### src/rtl/vram_filler_pkg.sv
// Shared constants, FSM state encoding and the test pattern for the VRAM fill-and-verify engine.
package vram_filler_pkg;
  localparam int VRAM_LEN   = 6912;
  localparam int BITMAP_LEN = 6144;
  localparam int OFS_W      = 13;
  localparam int TMR_W      = 8;

  typedef enum logic [2:0] {
    IDLE, WR_SETUP, WR_PULSE, WR_GAP, RD_SETUP, RD_WAIT, RD_CHECK, DONE
  } state_e;

  // Bitmap bytes carry the low address byte; attribute bytes keep bits 7:6 clear.
  function automatic logic [7:0] pattern(input logic [OFS_W-1:0] ofs);
    if (ofs < OFS_W'(BITMAP_LEN)) return ofs[7:0];
    else                          return {2'b00, ofs[5:0]};
  endfunction
endpackage

### src/rtl/vram_filler_timer.sv
// Loadable down-counter; zero_o marks the final cycle of a timed FSM state.
module vram_filler_timer
  import vram_filler_pkg::*;
#(
  parameter int W = TMR_W
) (
  input  logic         clk,
  input  logic         rst,
  input  logic         load_i,
  input  logic [W-1:0] val_i,
  output logic         zero_o
);
  logic [W-1:0] cnt_q, cnt_d;

  always_comb begin
    cnt_d = cnt_q;
    if (load_i)              cnt_d = val_i;
    else if (cnt_q != '0)    cnt_d = cnt_q - W'(1);
  end

  always_ff @(posedge clk or posedge rst) begin
    if (rst) cnt_q <= '0;
    else     cnt_q <= cnt_d;
  end

  assign zero_o = (cnt_q == '0);
endmodule

### src/rtl/vram_filler.sv
// Writes the 6912-byte screen pattern through SRAM port 2, reads it all back and counts mismatches.
module vram_filler #(
  parameter int WR_LOW  = 4,
  parameter int WR_GAP  = 2,
  parameter int RD_WAIT = 4
) (
  input  logic        clk,
  input  logic        rst,
  input  logic        start,
  output logic [17:0] a2,
  output logic        we2_n,
  output logic        oe2_n,
  output logic [7:0]  din2,
  input  logic [7:0]  dout2,
  output logic        busy,
  output logic        done,
  output logic [12:0] err_count
);
  import vram_filler_pkg::*;

  // Gap state runs one cycle past WR_GAP: that last cycle advances the offset.
  localparam logic [TMR_W-1:0] LOW_LD   = TMR_W'(WR_LOW - 1);
  localparam logic [TMR_W-1:0] GAP_LD   = TMR_W'(WR_GAP);
  localparam logic [TMR_W-1:0] RDW_LD   = TMR_W'((RD_WAIT > 0) ? RD_WAIT - 1 : 0);
  localparam logic [OFS_W-1:0] LAST_OFS = OFS_W'(VRAM_LEN - 1);

  state_e             state_q, state_d;
  logic [OFS_W-1:0]   ofs_q, ofs_d;
  logic [OFS_W-1:0]   err_q, err_d;
  logic               tmr_ld, tmr_zero;
  logic [TMR_W-1:0]   tmr_val;

  vram_filler_timer #(.W(TMR_W)) u_timer (
    .clk    (clk),
    .rst    (rst),
    .load_i (tmr_ld),
    .val_i  (tmr_val),
    .zero_o (tmr_zero)
  );

  always_comb begin
    state_d = state_q;
    ofs_d   = ofs_q;
    err_d   = err_q;
    tmr_ld  = 1'b0;
    tmr_val = '0;
    unique case (state_q)
      IDLE, DONE: if (start) begin
        state_d = WR_SETUP;
        ofs_d   = '0;
        err_d   = '0;
      end
      WR_SETUP: begin
        state_d = WR_PULSE;
        tmr_ld  = 1'b1;
        tmr_val = LOW_LD;
      end
      WR_PULSE: if (tmr_zero) begin
        state_d = vram_filler_pkg::WR_GAP;
        tmr_ld  = 1'b1;
        tmr_val = GAP_LD;
      end
      vram_filler_pkg::WR_GAP: if (tmr_zero) begin
        if (ofs_q == LAST_OFS) begin
          ofs_d   = '0;
          state_d = RD_SETUP;
        end else begin
          ofs_d   = ofs_q + OFS_W'(1);
          state_d = WR_SETUP;
        end
      end
      RD_SETUP: begin
        if (RD_WAIT == 0) state_d = RD_CHECK;
        else begin
          state_d = vram_filler_pkg::RD_WAIT;
          tmr_ld  = 1'b1;
          tmr_val = RDW_LD;
        end
      end
      vram_filler_pkg::RD_WAIT: if (tmr_zero) state_d = RD_CHECK;
      RD_CHECK: begin
        if (dout2 != pattern(ofs_q)) err_d = err_q + OFS_W'(1);
        if (ofs_q == LAST_OFS) state_d = DONE;
        else begin
          ofs_d   = ofs_q + OFS_W'(1);
          state_d = RD_SETUP;
        end
      end
      default: state_d = IDLE;
    endcase
  end

  always_ff @(posedge clk or posedge rst) begin
    if (rst) begin
      state_q <= IDLE;
      ofs_q   <= '0;
      err_q   <= '0;
    end else begin
      state_q <= state_d;
      ofs_q   <= ofs_d;
      err_q   <= err_d;
    end
  end

  // Strobes decode straight from the state register so reset releases them without waiting for a clock.
  assign a2        = {5'b00000, ofs_q};
  assign din2      = pattern(ofs_q);
  assign we2_n     = (state_q != WR_PULSE);
  assign oe2_n     = !(state_q == vram_filler_pkg::RD_WAIT || state_q == RD_CHECK);
  assign busy      = !(state_q == IDLE || state_q == DONE);
  assign done      = (state_q == DONE);
  assign err_count = err_q;
endmodule

### config.mk
export PLATFORM = sky130hd
export DESIGN_NAME = vram_filler
export DESIGN_NICKNAME = d
export VERILOG_FILES = /design/src/rtl/vram_filler_pkg.sv /design/src/rtl/vram_filler_timer.sv /design/src/rtl/vram_filler.sv
export SDC_FILE = /design/constraint.sdc
export NUM_CORES = 1
export LEC_CHECK = 0
export CAP_MARGIN = 40
export CORE_ASPECT_RATIO = 2
export CORE_MARGIN = 3
export CORE_UTILIZATION = 50
export CTS_BUF_LIST = sky130_fd_sc_hd__clkbuf_8
export DETAILED_ROUTE_END_ITERATION = 12
export PLACE_DENSITY = 0.79
export REMOVE_ABC_BUFFERS = 1
export SLEW_MARGIN = 20
export SYNTH_ARGS = -nofsm -noshare
export SYNTH_HDL_FRONTEND = slang
export SYNTH_SLANG_ARGS = --single-unit
### constraint.sdc
create_clock -name clk -period 4.4 [get_ports clk]
set_input_delay 0.44 -clock clk [delete_from_list [all_inputs] [get_ports clk]]
set_output_delay 0.44 -clock clk [all_outputs]
set_load 0.1 [all_outputs]
==> metrics.csv <==
metric,value,unit
VDD IR-drop max,0.532,mV
grt total ovfl,0,
Commonest cells post-synth,"37 x dfrtp_1, 31 x nand2_1, 24 x nor2_1",
critical path type,flip-flop to output pin,
Setup-failing EPs final,0,
initial antenna violation count,0,
area growth from synthesis to layout,43.5,%
Yosys warning count,0,
dpl ws,1.82,ns
Reg2Reg Capture Point,ofs_q[5],
initial DRC count,78,
DRC viols,0,
number of flops mapped to enable cells by yosys,0,
Final Max Tran Viols,0,
top post-synthesis cells by area,"dfrtp_1 37%, nand2_1 4.6%, o21ai_0 4.2%, nor2_1 3.6%, buf_4 3.3%",
# hold bufs at CTS,0,
Critical Path End Type,output pin,
ys async rst share,100,%
reg-to-reg startpoint,u_timer.cnt_q[0],
maximum clock insertion buffer count,2,
global-route wire length before repair,11.4,mm
worst endpoint required time,3.96,ns
Avg Vias per Cell,5.73,
CTS sink cnt,37,
Hold Fails Final Rpt,0,
clock skew,0.00569,ns
cell row count,36,
TNS Setup,0,ns
Synth Register Bits,37,
count of input and output buffers,48,
Max-Cap Viols,0,
"Primary FF master, synth",dfrtp_1,
Final Wtd Congestion,0.873,
CTS buffer count,5,
Setup Buffers After CTS,0,
post-route cell area,0.00363,mm2
Hold Path Class,flip-flop to flip-flop,
post-route insts no fill,429,
core area,0.00486,mm2
Worst R2R Setup Slack,1.94,ns
crit-path max FO,15,
share of post-route cells with drive strength above 1,17.2,%
vias in the first global route,2487,
H-tree depth,2,
DR vias,2458,
WL per Instance,15.7,um
placed cells,422,
register area share after synthesis,36.6,%
Final Cycle Share,57.3,%
min cycle time layout,2.52,ns
Syn Area/Cell,8.63,um2
critical path arrival,2.08,ns
WL final,6.73,mm
Leak,1.51,nW
RSZ-0062 raised after global routing,no,
normalized max-slew margin,51.7,%
Startpoint Class,flip-flop,
Die H,107,um
worst hold slack,0.525,ns
Least-Margin Pin Slew,0.725,ns
Final WS setup,1.88,ns
final net count,387,
hold-critical path depth,1,
synthesized area,0.00253,mm2
DRT Pass-1 Iters,4,
Synth area leader,dfrtp_1,
post-route ant nets,0,
I/O Pins,54,
CTS Root Cell,clkbuf_8,
Skew-Pair Late Insertion Delay,0.29,ns
n_diodes,0,
Synth top area share,36.6,%
Initial Util,52.0,%
DP Area,0.00354,mm2
post-synth cell types,57,
worst r2r path cells,8,
largest net degree at the start of global routing,38,
CTS tree,yes,
Fmax achieved,397,MHz
gr usage total,23.7,%
die area,0.00600,mm2
fillcell total,352,
cts repair resizes,0,
DPL Wire Length,5.13,mm
Hold EP,err_count[9],
PwrDens,436,mW/mm2
run status,"finished, final reports clean",
Mapped Cells,293,
die width,56.3,um
cell with the most instances after synthesis,dfrtp_1,
"CTS clk-pin slew, worst paths",0.07,ns
Hold Path Origin,err_count[9],
## state kept, by name, indices dropped and copies added (netlist names)
register	cells
err_count	13
u_timer.cnt_q	8
ofs_q	13
state_q	3
## stage by stage
| step | utilization [%] | power [mW] |
|---|---|---|
| after global placement | 61.1 | 1.21 |
| after floorplan | - | 1.05 |
| after global routing | 74.6 | 1.67 |
| final | 74.6 | 1.58 |
| after CTS | 74.6 | 1.59 |
| after detailed placement | 72.8 | 1.35 |
## logic make-up (layout without fill, tap and decap cells)
| group | Yosys count | after routing | synth area share (%) |
|---|---|---|---|
| AND/OR/NAND/NOR | 127 | 127 | 27.5 |
| AO/OA/AOI/OAI | 83 | 83 | 22.7 |
| flip-flops | 37 | 37 | 36.6 |
| buffers and inverters | 28 | 103 | 6.53 |
| XOR/XNOR | 12 | 12 | 4.16 |
| adder cells (fa/ha/maj) | 4 | 4 | 1.98 |
| other | 1 | 5 | 0.148 |
| multiplexers | 1 | 1 | 0.396 |
## cell usage in the layout (no fill, tap or decap), types with 3 or more instances in the layout
cell	synthesis	final
a21o_1	4	4
a21oi_1	15	15
a31oi_1	4	4
and2_1	5	5
and3_1	8	8
buf_8	0	38
clkbuf_8	0	6
clkdlybuf4s50_1	0	48
conb_1	1	5
dfrtp_1	37	37
ha_1	4	4
inv_1	9	10
nand2_1	31	31
nand2b_1	9	9
nand3_1	11	11
nor2_1	24	24
nor3_1	11	11
nor4_1	4	4
o21ai_0	21	21
o21ai_1	14	14
o31ai_1	3	3
or3_1	5	5
xnor2_1	4	4
xor2_1	8	8
## routing by layer
metal | GRT usage [%] | share of wire (%) | vias to the layer above | routed length, um
li1 | - | - | 1193 | -
met1 | 25.2 | 36 | 1174 | 2400
met2 | 45.0 | 57 | 75 | 3860
met3 | 3.77 | 4.7 | 16 | 314
met4 | 9.34 | 2.4 | 0 | 160
met5 | 0 | 0 | - | 0
## worst max-delay path, stage by stage, from the launching register on
cell and delay [ns]:
dfrtp_1 0.61, nor2b_1 0.36, o21ai_0 0.14, clkdlybuf4s50_1 0.49, buf_8 0.18
## power breakdown
group          leakage, nW  internal, mW  switching (mW)
Combinational        0.970         0.299           0.526
Sequential           0.487         0.408           0.109
Clock               0.0485         0.122           0.117
## layout make-up
| class | count | area (um2) | share of cell area (%) |
|---|---|---|---|
| sequential | 37 | 926 | 25.5 |
| timing repair buffer | 87 | 1060 | 29.2 |
| tap | 57 | 71.3 | 1.97 |
| clock inverter | 1 | 3.75 | 0.103 |
| inverter | 9 | 33.8 | 0.931 |
| multi-input combinational | 232 | 1450 | 40.0 |
| clock buffer | 6 | 82.6 | 2.28 |
## worst max path at each step
stage                     startpoint      endpoint  depth (start not counted)
after floorplan           state_q[1]         oe2_n                          2
after global placement    state_q[2]          done                          2
final                     state_q[1]         oe2_n                          4
after CTS                 state_q[1]         oe2_n                          4
after global routing      state_q[1]         oe2_n                          4
after detailed placement    dout2[0]  err_count[6]                          7
(Power assumes the default switching activity.)
